**src/rtl/vend_pkg.sv**
```systemverilog
// vend_pkg: shared state, coin codes and cents types for the vend transaction controller
package vend_pkg;
  typedef enum logic [1:0] {IDLE, COLLECT, DISPENSE, CHANGE} state_t;
  typedef logic [8:0] cents_t;
  localparam logic [1:0] COIN_NICKEL  = 2'b00;
  localparam logic [1:0] COIN_DIME    = 2'b01;
  localparam logic [1:0] COIN_QUARTER = 2'b10;
  localparam logic [1:0] COIN_DOLLAR  = 2'b11;
  localparam logic [6:0] NICKEL_CENTS  = 7'd5;
  localparam logic [6:0] DIME_CENTS    = 7'd10;
  localparam logic [6:0] QUARTER_CENTS = 7'd25;
  localparam logic [6:0] DOLLAR_CENTS  = 7'd100;
endpackage

```
**src/rtl/vend_coin_decoder.sv**
```systemverilog
// vend_coin_decoder: maps a coin_type code to its value in cents
module vend_coin_decoder
  import vend_pkg::*;
(
  input  logic [1:0] coin_type,
  output logic [6:0] cents
);
  always_comb
    cents = coin_type == COIN_NICKEL  ? NICKEL_CENTS  :
            coin_type == COIN_DIME    ? DIME_CENTS    :
            coin_type == COIN_QUARTER ? QUARTER_CENTS : DOLLAR_CENTS;
endmodule

```
**src/rtl/vend_transaction_ctrl.sv**
```systemverilog
// vend_transaction_ctrl: coin credit, selection latch, dispense handshake with timeout, change return
module vend_transaction_ctrl
  import vend_pkg::*;
#(
  parameter int MAX_CREDIT     = 500,
  parameter int TIMEOUT_CYCLES = 1000
) (
  input  logic       clk,
  input  logic       rst_n,
  input  logic       sel_valid,
  input  logic [5:0] selection,
  input  logic [8:0] price,
  input  logic       coin_valid,
  input  logic [1:0] coin_type,
  input  logic       cancel,
  input  logic       dispense_ack,
  input  logic       change_ack,
  output logic [8:0] credit,
  output logic       coin_reject,
  output logic       sel_invalid,
  output logic       dispense_req,
  output logic [5:0] dispense_sel,
  output logic       change_valid,
  output logic [8:0] change_amount,
  output logic       vend_done,
  output logic       vend_fault,
  output logic       busy
);
  localparam int CW = $clog2(TIMEOUT_CYCLES + 1);
  state_t      state, state_n;
  cents_t      credit_n, price_l, price_n, change_n, refund;
  logic [5:0]  sel_l, sel_n;
  logic [CW-1:0] cnt, cnt_n;
  logic [6:0]  coin_cents;
  logic [9:0]  sum;
  logic        open, coin_ok, delivered, deliv_n, rej_n, inv_n, done_n, fault_n;
  vend_coin_decoder u_dec (.coin_type(coin_type), .cents(coin_cents));
  assign dispense_req = state == DISPENSE;
  assign change_valid = state == CHANGE;
  assign busy         = dispense_req || change_valid;
  assign dispense_sel = dispense_req ? sel_l : '0;
  assign open         = state == IDLE || state == COLLECT;
  assign sum          = {1'b0, credit} + {3'b0, coin_cents};
  assign coin_ok      = coin_valid && open && !cancel && sum <= 10'(MAX_CREDIT);
  assign refund       = credit - price_l;
  always_comb begin
    state_n  = state;
    credit_n = coin_ok ? sum[8:0] : credit;
    sel_n    = sel_l;
    price_n  = price_l;
    cnt_n    = '0;
    change_n = change_amount;
    deliv_n  = delivered;
    rej_n    = coin_valid && !coin_ok;
    inv_n    = 1'b0;
    done_n   = 1'b0;
    fault_n  = 1'b0;
    unique case (state)
      IDLE, COLLECT: begin
        if (cancel) begin
          state_n  = credit != '0 ? CHANGE : IDLE;
          change_n = credit;
          deliv_n  = 1'b0;
          sel_n    = credit != '0 ? sel_l : '0;
          price_n  = credit != '0 ? price_l : '0;
        end else if (state == COLLECT && credit >= price_l) begin
          state_n = DISPENSE;
        end else if (sel_valid) begin
          inv_n   = price == '0;
          state_n = price != '0 ? COLLECT : state;
          sel_n   = price != '0 ? selection : sel_l;
          price_n = price != '0 ? price : price_l;
        end
      end
      DISPENSE: begin
        cnt_n = cnt + 1'b1;
        if (dispense_ack) begin
          change_n = refund;
          deliv_n  = 1'b1;
          done_n   = refund == '0;
          state_n  = refund != '0 ? CHANGE : IDLE;
          credit_n = refund != '0 ? credit : '0;
          sel_n    = refund != '0 ? sel_l : '0;
          price_n  = refund != '0 ? price_l : '0;
        end else if (cnt == CW'(TIMEOUT_CYCLES - 1)) begin
          fault_n  = 1'b1;
          change_n = credit;
          deliv_n  = 1'b0;
          state_n  = CHANGE;
        end
      end
      CHANGE: begin
        if (change_ack) begin
          state_n  = IDLE;
          credit_n = '0;
          sel_n    = '0;
          price_n  = '0;
          change_n = '0;
          done_n   = delivered;
          deliv_n  = 1'b0;
        end
      end
    endcase
  end
  always_ff @(posedge clk) begin
    if (!rst_n) begin
      state         <= IDLE;
      credit        <= '0;
      sel_l         <= '0;
      price_l       <= '0;
      cnt           <= '0;
      change_amount <= '0;
      delivered     <= 1'b0;
      coin_reject   <= 1'b0;
      sel_invalid   <= 1'b0;
      vend_done     <= 1'b0;
      vend_fault    <= 1'b0;
    end else begin
      state         <= state_n;
      credit        <= credit_n;
      sel_l         <= sel_n;
      price_l       <= price_n;
      cnt           <= cnt_n;
      change_amount <= change_n;
      delivered     <= deliv_n;
      coin_reject   <= rej_n;
      sel_invalid   <= inv_n;
      vend_done     <= done_n;
      vend_fault    <= fault_n;
    end
  end
endmodule
```
**config.mk**
```make
export PLATFORM = sky130hd
export DESIGN_NAME = vend_transaction_ctrl
export DESIGN_NICKNAME = d
export VERILOG_FILES = /design/src/rtl/vend_pkg.sv /design/src/rtl/vend_coin_decoder.sv /design/src/rtl/vend_transaction_ctrl.sv
export SDC_FILE = /design/constraint.sdc
export NUM_CORES = 1
export LEC_CHECK = 0
export ABC_CLOCK_PERIOD_IN_PS = 2500
export CAP_MARGIN = 40
export CELL_PAD_IN_SITES_DETAIL_PLACEMENT = 1
export CELL_PAD_IN_SITES_GLOBAL_PLACEMENT = 1
export CORE_MARGIN = 5
export CORE_UTILIZATION = 35
export DETAILED_ROUTE_END_ITERATION = 8
export GPL_TIMING_DRIVEN = 0
export PLACE_DENSITY = 0.81
export SETUP_SLACK_MARGIN = 0.3
export SYNTH_ARGS = -nofsm -noshare
export SYNTH_HDL_FRONTEND = slang
export SYNTH_SLANG_ARGS = --single-unit
```
**constraint.sdc**
```tcl
create_clock -name clk -period 2.5 [get_ports clk]
set_input_delay 0.25 -clock clk [delete_from_list [all_inputs] [get_ports clk]]
set_output_delay 0.25 -clock clk [all_outputs]
set_load 0.02 [all_outputs]
```
==> results.sh <==
export IMPL_period_share=1.231
export IMPL_grt_pass1_wl_mm=17.71
export IMPL_avgRoutedWirePerCell_um=22.26
export IMPL_cts_num_sinks=50
export IMPL_globalRouteOverflowTotal=0
export IMPL_grtUsageTotal=0.2132
export IMPL_dr_pass1_iters=6
export IMPL_multi_input_area_um2=2377
export IMPL_start_util=0.3543
export IMPL_final_hold_viol_count=0
export IMPL_pre_cts_ws_ps=-886.3
export IMPL_synth_seq_area_share=0.3288
export IMPL_syn_avg_cell_area_um2=8.386
export IMPL_pwr_share_comb=0.607
export IMPL_final_area_um2=4691
export IMPL_die_area_um2=10660
export IMPL_diodes=0
export IMPL_max_cap_violations=0
export IMPL_ys_seq_elements=50
export IMPL_cts_tree="built"
export IMPL_antenna_found_initial=0
export IMPL_ys_types=59
export IMPL_ant_nets=0
export IMPL_hold_path_end="change_amount[3]"
export IMPL_start_kind="flop"
export IMPL_p_total_mw=3.953
export IMPL_crit_type="flop to flop"
export IMPL_power_switching_mw=1.647
export IMPL_die_width_um=103.3
export IMPL_max_slew_margin_rel=0.5985
export IMPL_drcViolationCount=0
export IMPL_seqCellArea_um2=1020
export IMPL_critPathRequiredTime_ps=2720
export IMPL_critPathMaxFanout=6
export IMPL_cp_cell_sequence="inv_4, ha_4, inv_2, fa_2, a21o_1, a221oi_4, nor3_2, a311oi_2, buf_4, a41o_1, a21oi_4, buf_12, a22o_4"
export IMPL_ir_worst_vdd_mv=0.3655
export IMPL_r2r_cells=13
export IMPL_r2r_slack_ps=-580
export IMPL_yosys_warnings=0
export IMPL_grt_setup_unrepaired="yes"
export IMPL_critPathBufInv=4
export IMPL_p_per_area_nw_per_um2=842.7
export IMPL_synthFlopType="dfxtp_1"
export IMPL_r2r_end="sel_l[3]"
export IMPL_synth_edf_count=0
export IMPL_grt_max_degree=18
export IMPL_dpl_instance_area_um2=3811
export IMPL_vias_per_cell=5.898
export IMPL_cp_num_cells=13
export IMPL_gp_congestion=0.8701
export IMPL_max_freq_mhz=325.0
export IMPL_swShare=0.4166
export IMPL_p_leak_nw=1.849
export IMPL_syn_nets=409
export IMPL_failed_checks="setup timing"
export IMPL_worstHoldPathType="flop to flop"
export IMPL_grt_pass1_vias=3524
export IMPL_drt_total_wl_mm=12.89
export IMPL_synth_cell_area_um2=3044
export IMPL_io_pins=55
export IMPL_period_minus_slack_ps=3077
export IMPL_cts_clk_slew_worst_paths_ps=100
export IMPL_final_cells=579
export IMPL_worst_pin_slew_ps=599.4
export IMPL_report_final_slew_viol_count=0
export IMPL_clkPwrFrac=0.147
export IMPL_fillCellCount=964
export IMPL_power_internal_mw=2.306
export IMPL_crit_path_top_delay_cell="a221oi_4"
export IMPL_nNetsFinal=516
export IMPL_critPathMaxStageDelay_ps=420
export IMPL_setup_viol_count_final=30
export IMPL_finClkSkew_ps=12.19
export IMPL_crit_path_end_kind="flop"
export IMPL_hp_start="change_amount[3]"
export IMPL_core_um2=8593
export IMPL_area_delta_synth_final_pct=54.09
export IMPL_synthArstFlopShare=0
export IMPL_rows=34
export IMPL_worst_slack_ps=-576.7
export IMPL_drt_iter0_drc=240
export IMPL_crit_arrival_ps=3300
export IMPL_hpwl_mm=7.069
export IMPL_status="complete, but fails checks"
export IMPL_tns_ps=-14210
export IMPL_die_h_um=103.3
export IMPL_cts_htree_levels=2
export IMPL_seq_power_share=0.246
export IMPL_insertion_delay_ps=330
export IMPL_final_layout_size_suffix_gt1_frac=0.3227
export IMPL_syn_inst=363
export IMPL_critPathLaunch="credit[0]"
export IMPL_clk_root_buffer_cell="clkbuf_8"
export IMPL_reg2reg_from="credit[0]"
export IMPL_io_buffers=54
export IMPL_place_inst=525
export IMPL_crit_family="compound AO/OA/AOI/OAI gates"
export IMPL_min_path_cells=2
export IMPL_ctsHoldBuffers=0
export IMPL_vias=3415
export IMPL_numCtsBuffers=5
export IMPL_max_clock_path_buffers=2
## per-layer routing
layer,GRT usage,share of wire
met1,0.2542,0.41
met2,0.3626,0.50
met3,0.05366,0.047
met4,0.09263,0.038
met5,0,0
## cells in the mapped netlist (5+ instances only)
cell type	number	share of area
a211oi_1	5	0.012
a21o_1	7	0.017
a21oi_1	25	0.041
a22o_1	8	0.023
a22o_2	7	0.023
and2_1	9	0.018
and3_1	6	0.012
clkbuf_1	11	0.014
dfxtp_1	50	0.33
ha_1	20	0.082
inv_1	25	0.031
nand2_1	18	0.022
nand3_1	13	0.021
nor2_1	43	0.053
nor3_1	7	0.012
o21ai_0	24	0.039
xnor2_1	7	0.020
xor2_1	6	0.017
## cells in the final DEF, fill, tap and decap left out, drive strengths merged, types with 9 or more instances in the layout
master	count
a21oi	26
a22o	15
and2	9
buf	48
clkbuf	22
clkdlybuf4s50	45
dfxtp	50
ha	20
inv	26
nand2	18
nand3	13
nor2	43
o21ai	26
## layout make-up
cell class | count | area share
Timing Repair Buffer | 99 | 0.1870
Clock buffer | 6 | 0.02001
Buffer | 13 | 0.01574
Tap cell | 108 | 0.02881
Sequential cell | 50 | 0.2174
Inverter | 25 | 0.02054
Clock inverter | 2 | 0.003734
Multi-Input combinational cell | 276 | 0.5068
## per-stage QoR
step	hold WS, ps	util
floorplan	326.1	-
global placement	429.0	0.4435
detailed placement	448.4	0.4435
CTS	465.6	0.5077
global route	491.7	0.5459
finish	465.5	0.5459
## sequential cells by signal, summed over array words and instances, names as in the netlist
signal         flops
credit             9
sel_l              6
cnt               10
vend_fault         1
price_l            9
delivered          1
state              2
sel_invalid        1
coin_reject        1
change_amount      9
vend_done          1
## how the worst max path moves through the flow
| stage | endpoint | slack (ps) |
|---|---|---|
| 2_1_floorplan | price_l[0] | -150 |
| 3_3_place_gp | credit[1] | -760 |
| 3_5_place_dp | credit[2] | -890 |
| 4_1_cts | sel_l[4] | -340 |
| 5_1_grt | credit[1] | -650 |
| 6_report | sel_l[3] | -580 |
## cell families (layout without fill, tap and decap cells)
kind of cell / Yosys count / after routing / synth area share
buffers and inverters: 38 / 145 / 0.04932
multiplexers: 1 / 1 / 0.003288
flip-flops: 50 / 50 / 0.3288
AND/OR/NAND/NOR: 128 / 128 / 0.2178
XOR/XNOR: 13 / 13 / 0.03740
adder cells (fa/ha/maj): 22 / 22 / 0.09536
AO/OA/AOI/OAI: 111 / 112 / 0.2680
## power groups by stage
stage	Sequential, mW	Clock, mW	Combinational [mW]
after detailed placement	0.977	0	1.40
after global routing	0.979	0.625	2.51
after floorplan	0.994	0	0.950
after global placement	0.972	0	1.35
final	0.973	0.581	2.40
after CTS	0.959	0.581	1.87
## worst reg2reg max path: cells and delay by family, from the launching register on
kind            cells  cell delay, ps
compound gates      6            1590
buf+inv             4             440
fa+ha+maj           2             470
flops               1             370
simple gates        1              90
## repair_timing
item	in CTS	in global routing
pin swaps	35	31
gates cloned	2	0
endpoints found under the setup margin	46	43
setup buffers	30	14
gates resized for setup	58	68
Note: power is estimated with default switching activity, not from simulation.
